### src/rtl/hazard_pkg.sv
// Shared definitions for the hazard controller.
// Holds the default register-file geometry, the x0 index constant and the
// encoding of the three-way output priority (redirect > hazard > issue).
package hazard_pkg;

  localparam int NREGS_DEF    = 32;
  localparam int REG_AW_DEF   = 5;
  localparam int MAX_PEND_DEF = 4;
  localparam int CNT_W_DEF    = 3;

  // Architectural x0: never busy, never matches a hazard comparison.
  localparam int X0_IDX = 0;

  typedef enum logic [1:0] {
    PRI_ISSUE    = 2'd0,
    PRI_HAZARD   = 2'd1,
    PRI_REDIRECT = 2'd2
  } pri_e;

endpackage

### src/rtl/hazard_scoreboard_if.sv
// Decode/execute/writeback bundle for the hazard controller.
// slave  : the controller (takes ID/EX/WB info, drives stall/flush/issue,
//          exposes scoreboard state).
// master : the pipeline side (drives ID/EX/WB info, observes controls).
interface hazard_scoreboard_if #(
  parameter int NREGS  = 32,
  parameter int REG_AW = 5,
  parameter int CNT_W  = 3
);
  logic              id_valid;
  logic [REG_AW-1:0] id_rs1;
  logic              id_rs1_used;
  logic [REG_AW-1:0] id_rs2;
  logic              id_rs2_used;
  logic [REG_AW-1:0] id_rd;
  logic              id_rd_we;
  logic              id_is_long;
  logic              ex_valid;
  logic [REG_AW-1:0] ex_rd;
  logic              ex_mem_read;
  logic              ex_redirect;
  logic              wb_long_valid;
  logic [REG_AW-1:0] wb_long_rd;
  logic              pc_stall;
  logic              if_id_stall;
  logic              if_id_flush;
  logic              id_ex_flush;
  logic              id_issue;
  logic [CNT_W-1:0]  pending_cnt;
  logic [NREGS-1:0]  sb_busy;
  logic              err_spurious;

  modport slave (
    input  id_valid, id_rs1, id_rs1_used, id_rs2, id_rs2_used, id_rd,
           id_rd_we, id_is_long, ex_valid, ex_rd, ex_mem_read, ex_redirect,
           wb_long_valid, wb_long_rd,
    output pc_stall, if_id_stall, if_id_flush, id_ex_flush, id_issue,
           pending_cnt, sb_busy, err_spurious
  );

  modport master (
    output id_valid, id_rs1, id_rs1_used, id_rs2, id_rs2_used, id_rd,
           id_rd_we, id_is_long, ex_valid, ex_rd, ex_mem_read, ex_redirect,
           wb_long_valid, wb_long_rd,
    input  pc_stall, if_id_stall, if_id_flush, id_ex_flush, id_issue,
           pending_cnt, sb_busy, err_spurious
  );
endinterface

### src/rtl/sb_regfile_bits.sv
// Per-register busy vector for long-latency writers.
// Ports:
//   clk, rst           clock, synchronous active-high reset
//   set_en, set_idx    mark register busy next cycle
//   clr_en, clr_idx    mark register free next cycle
//   busy               registered busy vector, bit 0 forced 0
// When set and clear hit the same register, set wins.
module sb_regfile_bits
  import hazard_pkg::*;
#(
  parameter int NREGS  = NREGS_DEF,
  parameter int REG_AW = REG_AW_DEF
) (
  input  logic              clk,
  input  logic              rst,
  input  logic              set_en,
  input  logic [REG_AW-1:0] set_idx,
  input  logic              clr_en,
  input  logic [REG_AW-1:0] clr_idx,
  output logic [NREGS-1:0]  busy
);

  logic [NREGS-1:0] busy_nxt;

  always_comb begin
    busy_nxt = busy;
    if (clr_en) busy_nxt[clr_idx] = 1'b0;
    // Applied after the clear so a colliding set survives.
    if (set_en) busy_nxt[set_idx] = 1'b1;
    busy_nxt[X0_IDX] = 1'b0;
  end

  always_ff @(posedge clk) begin
    if (rst) busy <= '0;
    else     busy <= busy_nxt;
  end

endmodule

### src/rtl/hazard_scoreboard.sv
// Hazard controller between decode and execute of the 5-stage pipeline.
// Ports:
//   clk, rst  clock, synchronous active-high reset (overrides all events)
//   bus       hazard_scoreboard_if.slave: ID/EX/WB inputs; pc_stall,
//             if_id_stall, if_id_flush, id_ex_flush, id_issue (combinational),
//             pending_cnt, sb_busy, err_spurious (registered)
// Detects scoreboard RAW/WAW, single-cycle load-use and outstanding-capacity
// hazards, and gives an EX redirect priority over any stall.
module hazard_scoreboard
  import hazard_pkg::*;
#(
  parameter int NREGS    = NREGS_DEF,
  parameter int REG_AW   = REG_AW_DEF,
  parameter int MAX_PEND = MAX_PEND_DEF,
  parameter int CNT_W    = CNT_W_DEF
) (
  input logic                 clk,
  input logic                 rst,
  hazard_scoreboard_if.slave  bus
);

  logic [NREGS-1:0] busy;
  logic [CNT_W-1:0] cnt;
  logic             err;

  logic rs1_nz, rs2_nz, rd_nz, ex_rd_nz, wb_rd_nz;
  logic raw, waw, lu, cap, hazard;
  logic set, clr, spurious;
  pri_e pri;

  // Index 0 never matches; busy[0] is already 0, the explicit terms keep
  // load-use from matching an x0 source.
  assign rs1_nz   = bus.id_rs1     != REG_AW'(X0_IDX);
  assign rs2_nz   = bus.id_rs2     != REG_AW'(X0_IDX);
  assign rd_nz    = bus.id_rd      != REG_AW'(X0_IDX);
  assign ex_rd_nz = bus.ex_rd      != REG_AW'(X0_IDX);
  assign wb_rd_nz = bus.wb_long_rd != REG_AW'(X0_IDX);

  assign raw = (bus.id_rs1_used & rs1_nz & busy[bus.id_rs1]) |
               (bus.id_rs2_used & rs2_nz & busy[bus.id_rs2]);
  assign waw = bus.id_rd_we & rd_nz & busy[bus.id_rd];
  assign lu  = bus.ex_valid & bus.ex_mem_read & ex_rd_nz &
               ((bus.id_rs1_used & (bus.ex_rd == bus.id_rs1)) |
                (bus.id_rs2_used & (bus.ex_rd == bus.id_rs2)));
  // A writeback in this same cycle does not relieve capacity.
  assign cap    = bus.id_is_long & (cnt == CNT_W'(MAX_PEND));
  assign hazard = bus.id_valid & (raw | waw | lu | cap);

  always_comb begin
    if (bus.ex_redirect) pri = PRI_REDIRECT;
    else if (hazard)     pri = PRI_HAZARD;
    else                 pri = PRI_ISSUE;
  end

  always_comb begin
    bus.pc_stall    = 1'b0;
    bus.if_id_stall = 1'b0;
    bus.if_id_flush = 1'b0;
    bus.id_ex_flush = 1'b0;
    bus.id_issue    = 1'b0;
    case (pri)
      PRI_REDIRECT: begin
        bus.if_id_flush = 1'b1;
        bus.id_ex_flush = 1'b1;
      end
      PRI_HAZARD: begin
        bus.pc_stall    = 1'b1;
        bus.if_id_stall = 1'b1;
        bus.id_ex_flush = 1'b1;
      end
      default: bus.id_issue = bus.id_valid;
    endcase
  end

  // Long ops to x0 or without rd_we occupy no bit and are not counted.
  assign set      = bus.id_issue & bus.id_is_long & bus.id_rd_we & rd_nz;
  assign clr      = bus.wb_long_valid & wb_rd_nz & busy[bus.wb_long_rd];
  assign spurious = bus.wb_long_valid & ~clr;

  sb_regfile_bits #(
    .NREGS  (NREGS),
    .REG_AW (REG_AW)
  ) u_bits (
    .clk     (clk),
    .rst     (rst),
    .set_en  (set),
    .set_idx (bus.id_rd),
    .clr_en  (clr),
    .clr_idx (bus.wb_long_rd),
    .busy    (busy)
  );

  // Set+clear together (different or forced-same register) leaves the
  // count unchanged; saturating guards keep it within 0..MAX_PEND.
  always_ff @(posedge clk) begin
    if (rst) begin
      cnt <= '0;
      err <= 1'b0;
    end else begin
      case ({set, clr})
        2'b10:   if (cnt != CNT_W'(MAX_PEND)) cnt <= cnt + CNT_W'(1);
        2'b01:   if (cnt != '0)               cnt <= cnt - CNT_W'(1);
        default: ;
      endcase
      if (spurious) err <= 1'b1;
    end
  end

  assign bus.sb_busy      = busy;
  assign bus.pending_cnt  = cnt;
  assign bus.err_spurious = err;

endmodule
### src/flat_wrapper.sv
// flat-port wrapper written by rule: the top's interface ports become plain ports
module hazard_scoreboard_flat import hazard_pkg::*;
#(
  parameter int NREGS    = NREGS_DEF,
  parameter int REG_AW   = REG_AW_DEF,
  parameter int MAX_PEND = MAX_PEND_DEF,
  parameter int CNT_W    = CNT_W_DEF
)
  (clk, rst, bus_id_valid, bus_id_rs1, bus_id_rs1_used, bus_id_rs2, bus_id_rs2_used, bus_id_rd, bus_id_rd_we, bus_id_is_long, bus_ex_valid, bus_ex_rd, bus_ex_mem_read, bus_ex_redirect, bus_wb_long_valid, bus_wb_long_rd, bus_pc_stall, bus_if_id_stall, bus_if_id_flush, bus_id_ex_flush, bus_id_issue, bus_pending_cnt, bus_sb_busy, bus_err_spurious);
  hazard_scoreboard_if #(.NREGS(NREGS), .REG_AW(REG_AW), .CNT_W(CNT_W)) bus_i ();
  input logic clk;
  input logic rst;
  input wire logic [$bits(bus_i.id_valid)-1:0] bus_id_valid;
  input wire logic [$bits(bus_i.id_rs1)-1:0] bus_id_rs1;
  input wire logic [$bits(bus_i.id_rs1_used)-1:0] bus_id_rs1_used;
  input wire logic [$bits(bus_i.id_rs2)-1:0] bus_id_rs2;
  input wire logic [$bits(bus_i.id_rs2_used)-1:0] bus_id_rs2_used;
  input wire logic [$bits(bus_i.id_rd)-1:0] bus_id_rd;
  input wire logic [$bits(bus_i.id_rd_we)-1:0] bus_id_rd_we;
  input wire logic [$bits(bus_i.id_is_long)-1:0] bus_id_is_long;
  input wire logic [$bits(bus_i.ex_valid)-1:0] bus_ex_valid;
  input wire logic [$bits(bus_i.ex_rd)-1:0] bus_ex_rd;
  input wire logic [$bits(bus_i.ex_mem_read)-1:0] bus_ex_mem_read;
  input wire logic [$bits(bus_i.ex_redirect)-1:0] bus_ex_redirect;
  input wire logic [$bits(bus_i.wb_long_valid)-1:0] bus_wb_long_valid;
  input wire logic [$bits(bus_i.wb_long_rd)-1:0] bus_wb_long_rd;
  output wire logic [$bits(bus_i.pc_stall)-1:0] bus_pc_stall;
  output wire logic [$bits(bus_i.if_id_stall)-1:0] bus_if_id_stall;
  output wire logic [$bits(bus_i.if_id_flush)-1:0] bus_if_id_flush;
  output wire logic [$bits(bus_i.id_ex_flush)-1:0] bus_id_ex_flush;
  output wire logic [$bits(bus_i.id_issue)-1:0] bus_id_issue;
  output wire logic [$bits(bus_i.pending_cnt)-1:0] bus_pending_cnt;
  output wire logic [$bits(bus_i.sb_busy)-1:0] bus_sb_busy;
  output wire logic [$bits(bus_i.err_spurious)-1:0] bus_err_spurious;
  assign bus_i.id_valid = bus_id_valid;
  assign bus_i.id_rs1 = bus_id_rs1;
  assign bus_i.id_rs1_used = bus_id_rs1_used;
  assign bus_i.id_rs2 = bus_id_rs2;
  assign bus_i.id_rs2_used = bus_id_rs2_used;
  assign bus_i.id_rd = bus_id_rd;
  assign bus_i.id_rd_we = bus_id_rd_we;
  assign bus_i.id_is_long = bus_id_is_long;
  assign bus_i.ex_valid = bus_ex_valid;
  assign bus_i.ex_rd = bus_ex_rd;
  assign bus_i.ex_mem_read = bus_ex_mem_read;
  assign bus_i.ex_redirect = bus_ex_redirect;
  assign bus_i.wb_long_valid = bus_wb_long_valid;
  assign bus_i.wb_long_rd = bus_wb_long_rd;
  assign bus_pc_stall = bus_i.pc_stall;
  assign bus_if_id_stall = bus_i.if_id_stall;
  assign bus_if_id_flush = bus_i.if_id_flush;
  assign bus_id_ex_flush = bus_i.id_ex_flush;
  assign bus_id_issue = bus_i.id_issue;
  assign bus_pending_cnt = bus_i.pending_cnt;
  assign bus_sb_busy = bus_i.sb_busy;
  assign bus_err_spurious = bus_i.err_spurious;
  hazard_scoreboard #(.NREGS(NREGS), .REG_AW(REG_AW), .MAX_PEND(MAX_PEND), .CNT_W(CNT_W)) u_core (.clk(clk), .rst(rst), .bus(bus_i));
endmodule
### config.mk
export PLATFORM = sky130hd
export DESIGN_NAME = hazard_scoreboard_flat
export DESIGN_NICKNAME = d
export VERILOG_FILES = /design/src/rtl/hazard_pkg.sv /design/src/rtl/hazard_scoreboard_if.sv /design/src/rtl/sb_regfile_bits.sv /design/src/rtl/hazard_scoreboard.sv /design/src/flat_wrapper.sv
export SDC_FILE = /design/constraint.sdc
export NUM_CORES = 1
export LEC_CHECK = 0
export CORE_ASPECT_RATIO = 0.5
export CORE_UTILIZATION = 50
export DETAILED_ROUTE_END_ITERATION = 7
export MAX_ROUTING_LAYER = met4
export PLACE_DENSITY = 0.81
export SLEW_MARGIN = 25
export SYNTH_ARGS = -nofsm -noshare
export SYNTH_HDL_FRONTEND = slang
export SYNTH_SLANG_ARGS = --single-unit
### constraint.sdc
create_clock -name clk -period 5.7 [get_ports clk]
set_input_delay 1.71 -clock clk [delete_from_list [all_inputs] [get_ports clk]]
set_output_delay 1.71 -clock clk [all_outputs]
set_load 0.05 [all_outputs]
# Word-level counts from Yosys, hierarchy flattened
# Index checks and enable logic that the tools add are counted.
[op_classes] addsub=2 n_lt_le_gt_ge=6 eq_ne=10 mux=23 bitwise=28 reduce_logical=11
[ops] operator="$mux 32" n=2
[ops] operator="$and 32x32->32" n=1
[ops] operator="$not 32->32" n=1
[ops] operator="$or 32x32->32" n=1
[ops] operator="$reduce_bool 5->1" n=5
[ops] operator="$lt 5x6->1 const B" n=4
[ops] operator="$bmux 1 s5" n=4
[ops] operator="$and 1x1->1" n=19
[ops] operator="$mux 1" n=11
[ops] operator="$demux 1 s5" n=2
[ops] operator="$eq 5x5->1" n=2
[ops] operator="$ge 5x1->1 const B" n=2
[ops] operator="$mux 3" n=2
[ops] operator="$pmux 3 s2" n=1
[ops] operator="$or 1x1->1" n=5
[ops] operator="$eq 2x1->1 const B" n=2
[ops] operator="$eq 2x2->1 const B" n=2
[ops] operator="$ne 2x1->1 const B" n=2
[ops] operator="$add 3x1->3 const B" n=1
[ops] operator="$eq 3x3->1 const B" n=1
[ops] operator="$ne 3x3->1 const B" n=1
[ops] operator="$reduce_and 3->1" n=1
[ops] operator="$reduce_bool 3->1" n=1
[ops] operator="$sub 3x1->3 const B" n=1
[ops] operator="5 further kinds" n=6
[totals] register_bits=36 in_bits=36 out_inout_bits=41

# Depth between registers and ports, before layout
[logic_depth] depth_word=19 ltp_mapped=15 ltp_nobuf=12

# Cells and area by module
# From an unflattened synthesis, not the netlist that was laid out.
[unflattened] cells_unflattened=308 hier_area_um2=3001.6
[by_module_without_submodules] module="hazard_scoreboard" n_inst=1 cells_per_inst=152 area_per_inst_um2=1641.6
[by_module_without_submodules] module="sb_regfile_bits" n_inst=1 cells_per_inst=156 area_per_inst_um2=1360.1

# Worst setup path before layout
# OpenSTA, ideal clock, no wires.
[synth_path] path_type="input to output" startpoint="input bus_id_rs2[0]" endpoint="output bus_id_issue" arrival_ps=4498 setup_slack_ps=-508 cell_stages=8 n_path_buf=1 cell_sequence="buf_2 mux4_2 mux2i_1 mux2_2 a221oi_1 or3_4 a31o_1 nor3b_1"
[synth_via] elab_chain_len=13
[synth_rtl] element="from (decl)" line="flat_wrapper.sv:16" text="input wire logic [$bits(bus_i.id_rs2)-1:0] bus_id_rs2;"
[synth_rtl] element="$bmux 1 s5 / $reduce_bool 5->1 (equally long branches)" line="hazard_scoreboard.sv:40, hazard_scoreboard.sv:34"
[synth_rtl] element="$mux 1 (not written as such) / $and 1x1->1 (equally long branches)" line="hazard_scoreboard.sv:40" text="(bus.id_rs2_used & rs2_nz & busy[bus.id_rs2]);"
[synth_rtl] element="$and 1x1->1" line="hazard_scoreboard.sv:40"
[synth_rtl] element="$or 1x1->1" line="hazard_scoreboard.sv:39" text="assign raw = (bus.id_rs1_used & rs1_nz & busy[bus.id_rs1]) |"
[synth_rtl] element="$or 1x1->1" line="hazard_scoreboard.sv:47" text="assign hazard = bus.id_valid & (raw | waw | lu | cap);"
[synth_rtl] element="$or 1x1->1 * (2 in series)" line="hazard_scoreboard.sv:47"
[synth_rtl] element="$and 1x1->1 *" line="hazard_scoreboard.sv:47"
[synth_rtl] element="$mux 1 *" line="hazard_scoreboard.sv:51" text="else if (hazard) pri = PRI_HAZARD;"
[synth_rtl] element="$mux 2 *" line="hazard_scoreboard.sv:50" text="if (bus.ex_redirect) pri = PRI_REDIRECT;"
[synth_rtl] element="$eq 2x2->1 / $eq 2x1->1 (equally long branches)" line="hazard_scoreboard.sv:61" text="case (pri)"
[synth_rtl] element="$reduce_or 2->1 (no source line) *"
[synth_rtl] element="$mux 1 *" line="hazard_scoreboard.sv:61"
[synth_rtl] element="to (decl)" line="flat_wrapper.sv:31" text="output wire logic [$bits(bus_i.id_issue)-1:0] bus_id_issue;"
# Every way passes the cells marked *; elsewhere a longest branch is shown, timed or not. The select of a mux whose other input is x is not followed.

# Worst setup path after layout
[layout_path] startpoint="input bus_ex_rd[1]" endpoint="output bus_pc_stall"
[layout_via] elab_chain_len=11
[layout_rtl] element="from (decl)" line="flat_wrapper.sv:22" text="input wire logic [$bits(bus_i.ex_rd)-1:0] bus_ex_rd;"
[layout_rtl] element="$eq 5x5->1 (on tied branches)" line="hazard_scoreboard.sv:43, hazard_scoreboard.sv:44"
[layout_rtl] element="$and 1x1->1 (on tied branches)" line="hazard_scoreboard.sv:43, hazard_scoreboard.sv:44"
[layout_rtl] element="$or 1x1->1" line="hazard_scoreboard.sv:43" text="((bus.id_rs1_used & (bus.ex_rd == bus.id_rs1)) |"
[layout_rtl] element="$and 1x1->1 *" line="hazard_scoreboard.sv:42" text="assign lu = bus.ex_valid & bus.ex_mem_read & ex_rd_nz &"
[layout_rtl] element="$or 1x1->1 * (2 in series)" line="hazard_scoreboard.sv:47"
[layout_rtl] element="$and 1x1->1 *" line="hazard_scoreboard.sv:47"
[layout_rtl] element="$mux 1 *" line="hazard_scoreboard.sv:51"
[layout_rtl] element="$mux 2 *" line="hazard_scoreboard.sv:50"
[layout_rtl] element="$eq 2x1->1 *" line="hazard_scoreboard.sv:61"
[layout_rtl] element="$mux 1 *" line="hazard_scoreboard.sv:61"
[layout_rtl] element="to (decl)" line="flat_wrapper.sv:27" text="output wire logic [$bits(bus_i.pc_stall)-1:0] bus_pc_stall;"
# Every way passes the cells marked *; elsewhere a longest branch is shown, timed or not.

==> summary.txt <==
Outcome
  • Status: finished with violations
  • Violated checks: DRC

Synth
  • Post-synth EDFFs: 0
  • Proportion of netlist area held by the largest area contributor: 23.0%
  • Mapped cell area: 3040 sq um
  • Synthesized flop and latch total: 35
  • Most common cell in the netlist: mux2i_1
  • Post-Synthesis Cells: 347
  • Mapped Avg Cell Area: 8.76 sq um
  • Ys Warns: 0
  • Main synth FF type: dfxtp_1
  • Synth cell types: 60
  • Synth area leader: dfxtp_1
  • Post-synth top cells: mux2i_1 (39), dfxtp_1 (35), nand2_1 (22)
  • Ys async rst share: 0%
  • Syn nets: 384
  • Dominant cells by area after synthesis: dfxtp_1 (23%), mux2i_1 (13%), mux4_2 (8.9%)
  • Seq/Total Area, Yosys: 23.0%

Clocking
  • Root Driver: clkbuf_16
  • Clock sink count: 35
  • Clock transition at the registers of the reported paths: 0.05 ns
  • Max clock buf depth: 2
  • Worst-Skew Late Latency: 0.28 ns
  • Cts bufs inserted: 5
  • Depth of the CTS H-tree: 2
  • CTS tree: built
  • Hold buffer count at cts: 0

Placement
  • GPL Wtd Cong: 0.977
  • Inst Count DP: 502
  • HPWL after detailed placement: 8.88 mm
  • PortBufs: 75
  • DP Worst Slack: -0.279 ns

Layout
  • Nets: 474
  • Antenna diodes: 0
  • Synth-to-layout area growth: 38.7%
  • Layout cell share with drive strength beyond 1: 17.6%
  • Layout Cells excl Fill: 510

STA
  • Clk_skew: 0.00355 ns
  • Final worst-path cycle share: 98.4%
  • Slew Limit Fails: 0
  • Slew HR: 44.7%
  • Setup TNS Final: 0 ns
  • Max Clk Rate: 178 MHz
  • Final worst path period need: 5.61 ns
  • Final Setup Violations: 0
  • RSZ-0062 raised after global routing: no
  • Worst-Margin Slew: 0.826 ns
  • Hold Fails Final Rpt: 0
  • Hold slack: 0.489 ns
  • Setup ws final: 0.0887 ns

Setup path
  • Critical R2R Launch: u_core.u_bits.busy[31]
  • Crit-path slowest cell: or3_4
  • Worst setup path startpoint: bus_ex_rd[1]
  • Highest cell delay on the worst timing path: 0.41 ns
  • CP cell instances: dlygate4sd2_1, or3_1, o311a_1, a32o_1, or3_4, a31o_4, and3b_1, buf_4
  • Setup crit start kind: input port
  • Worst setup endpoint: bus_pc_stall
  • Worst EP arrival: 3.90 ns
  • R2r endpoint: u_core.bus.pending_cnt[2]
  • Worst-path maximum fanout: 3
  • Setup crit end kind: output port
  • Type of the worst setup path: input port to output port
  • Req. time, crit path: 3.99 ns
  • Reg2reg path depth: 12
  • Worst reg-to-reg setup slack: 2.36 ns

Detailed routing
  • Via-to-Cell Ratio: 7.09
  • Final Routed Wirelength: 12.5 mm
  • Drt drc: 4
  • Via Count: 3,616
  • Wire per inst: 24.6 um
  • Pre-antenna DRT Iters: 7
  • Routed Antenna Nets: 0
  • 1st-iter DRT viols: 424

Power
  • PD cells: 167 nW/um^2
  • Tot Pwr: 0.000702 W
  • Static leakage: 1.57 nW
  • Peak supply drop: 0.224 mV

Floorplanning
  • Die H: 57.1 um
  • Site row count: 19
  • Die W: 112 um
  • Initial Util: 53.7%
  • Die ar.: 6420 sq um
  • Core ar.: 5660 sq um
  • I/O Pins: 77

Job
  • Max cap viols: 0

Global routing
  • First-pass GRT wire length: 19.4 mm
  • Total Routing Usage GR: 41.7%
  • Number of global-route vias before repair: 3,606
  • Initial antenna violation count: 0
  • Largest net degree at the start of global routing: 42
  • Grt ovf: 0

Hold path
  • Hold/Removal Path Class: register to register
## what timing repair did
item | in CTS | in global routing
pin swaps | 6 | 3
gates resized for setup | 19 | 7
setup endpoints to repair | 4 | 4
setup buffers | 1 | 0
## state kept, by name (all words and copies together), names as in the netlist
register and flops:
u_core.u_bits.busy 31, u_core.bus.pending_cnt 3, u_core.bus.err_spurious 1
## metrics by stage
stage                     utilization, %  instance area (sq um)
after floorplan                        -                   3050
after global placement              71.3                   4030
after detailed placement            71.3                   4030
after CTS                           74.5                   4210
after global routing                74.5                   4220
final                               74.5                   4220
## area by class of cell
cell class                 instances  area (sq um)
inverter                          11          41.3
multi-input combinational        271          2210
clock inverter                     1          5.00
fill                             433          1440
timing repair buffer             113          1030
tap                               73          91.3
clock buffer                       6           139
sequential                        35           701
## metal layers
layer | vias to the layer above | part of all wire, % | track usage, %
li1 | 1556 | - | -
met2 | 245 | 44 | 64.7
met3 | 58 | 12 | 12.2
met4 | 0 | 4.2 | 20.2
met5 | - | 0 | -
met1 | 1757 | 40 | 50.5
## how the worst min path moves through the flow
stage                         endpoint                    start  cells past startpoint
4_1_cts        u_core.bus.err_spurious  u_core.bus.err_spurious                      2
6_report       u_core.bus.err_spurious  u_core.bus.err_spurious                      2
3_3_place_gp   u_core.bus.err_spurious  u_core.bus.err_spurious                      2
5_1_grt        u_core.bus.err_spurious  u_core.bus.err_spurious                      2
2_1_floorplan  u_core.bus.err_spurious  u_core.bus.err_spurious                      2
3_5_place_dp   u_core.bus.err_spurious  u_core.bus.err_spurious                      2
## placed cells by master (no fill, tap or decap), drive strengths merged, types with 6 or more instances in the layout
cell type	instances
a21oi	11
buf	42
clkbuf	8
clkdlybuf4s50	61
dfxtp	35
inv	9
mux2	6
mux2i	39
mux4	12
nand2	22
nand2b	6
nand3	13
nor2	15
o21ai	18
o22ai	16
o311ai	16
o41ai	12
xnor2	10
## critical path: cells and delay by family
kind | cells | cell delay (ns)
simple gates | 3 | 0.96
buf+inv | 2 | 0.43
compound gates | 3 | 0.80
## where the power goes
group          leakage (nW)  switching, W  internal, W  total, W
registers             0.282    0.00000389     0.000247  0.000251
clock network        0.0727      0.000102     0.000170  0.000273
logic                  1.21      0.000100    0.0000785  0.000179
total                  1.57      0.000206     0.000496  0.000702
## logic make-up (layout without fill, tap and decap cells)
logic type,after synthesis,after routing,share of synthesized area (%)
buf+inv,41,131,5.97
fa+ha+maj,1,1,0.658
compound gates,102,102,24.0
other cells,1,1,0.123
mux,57,57,24.0
simple gates,98,98,18.8
flops,35,35,23.0
xor+xnor,12,12,3.46
Power figures use the tool's default switching activity.
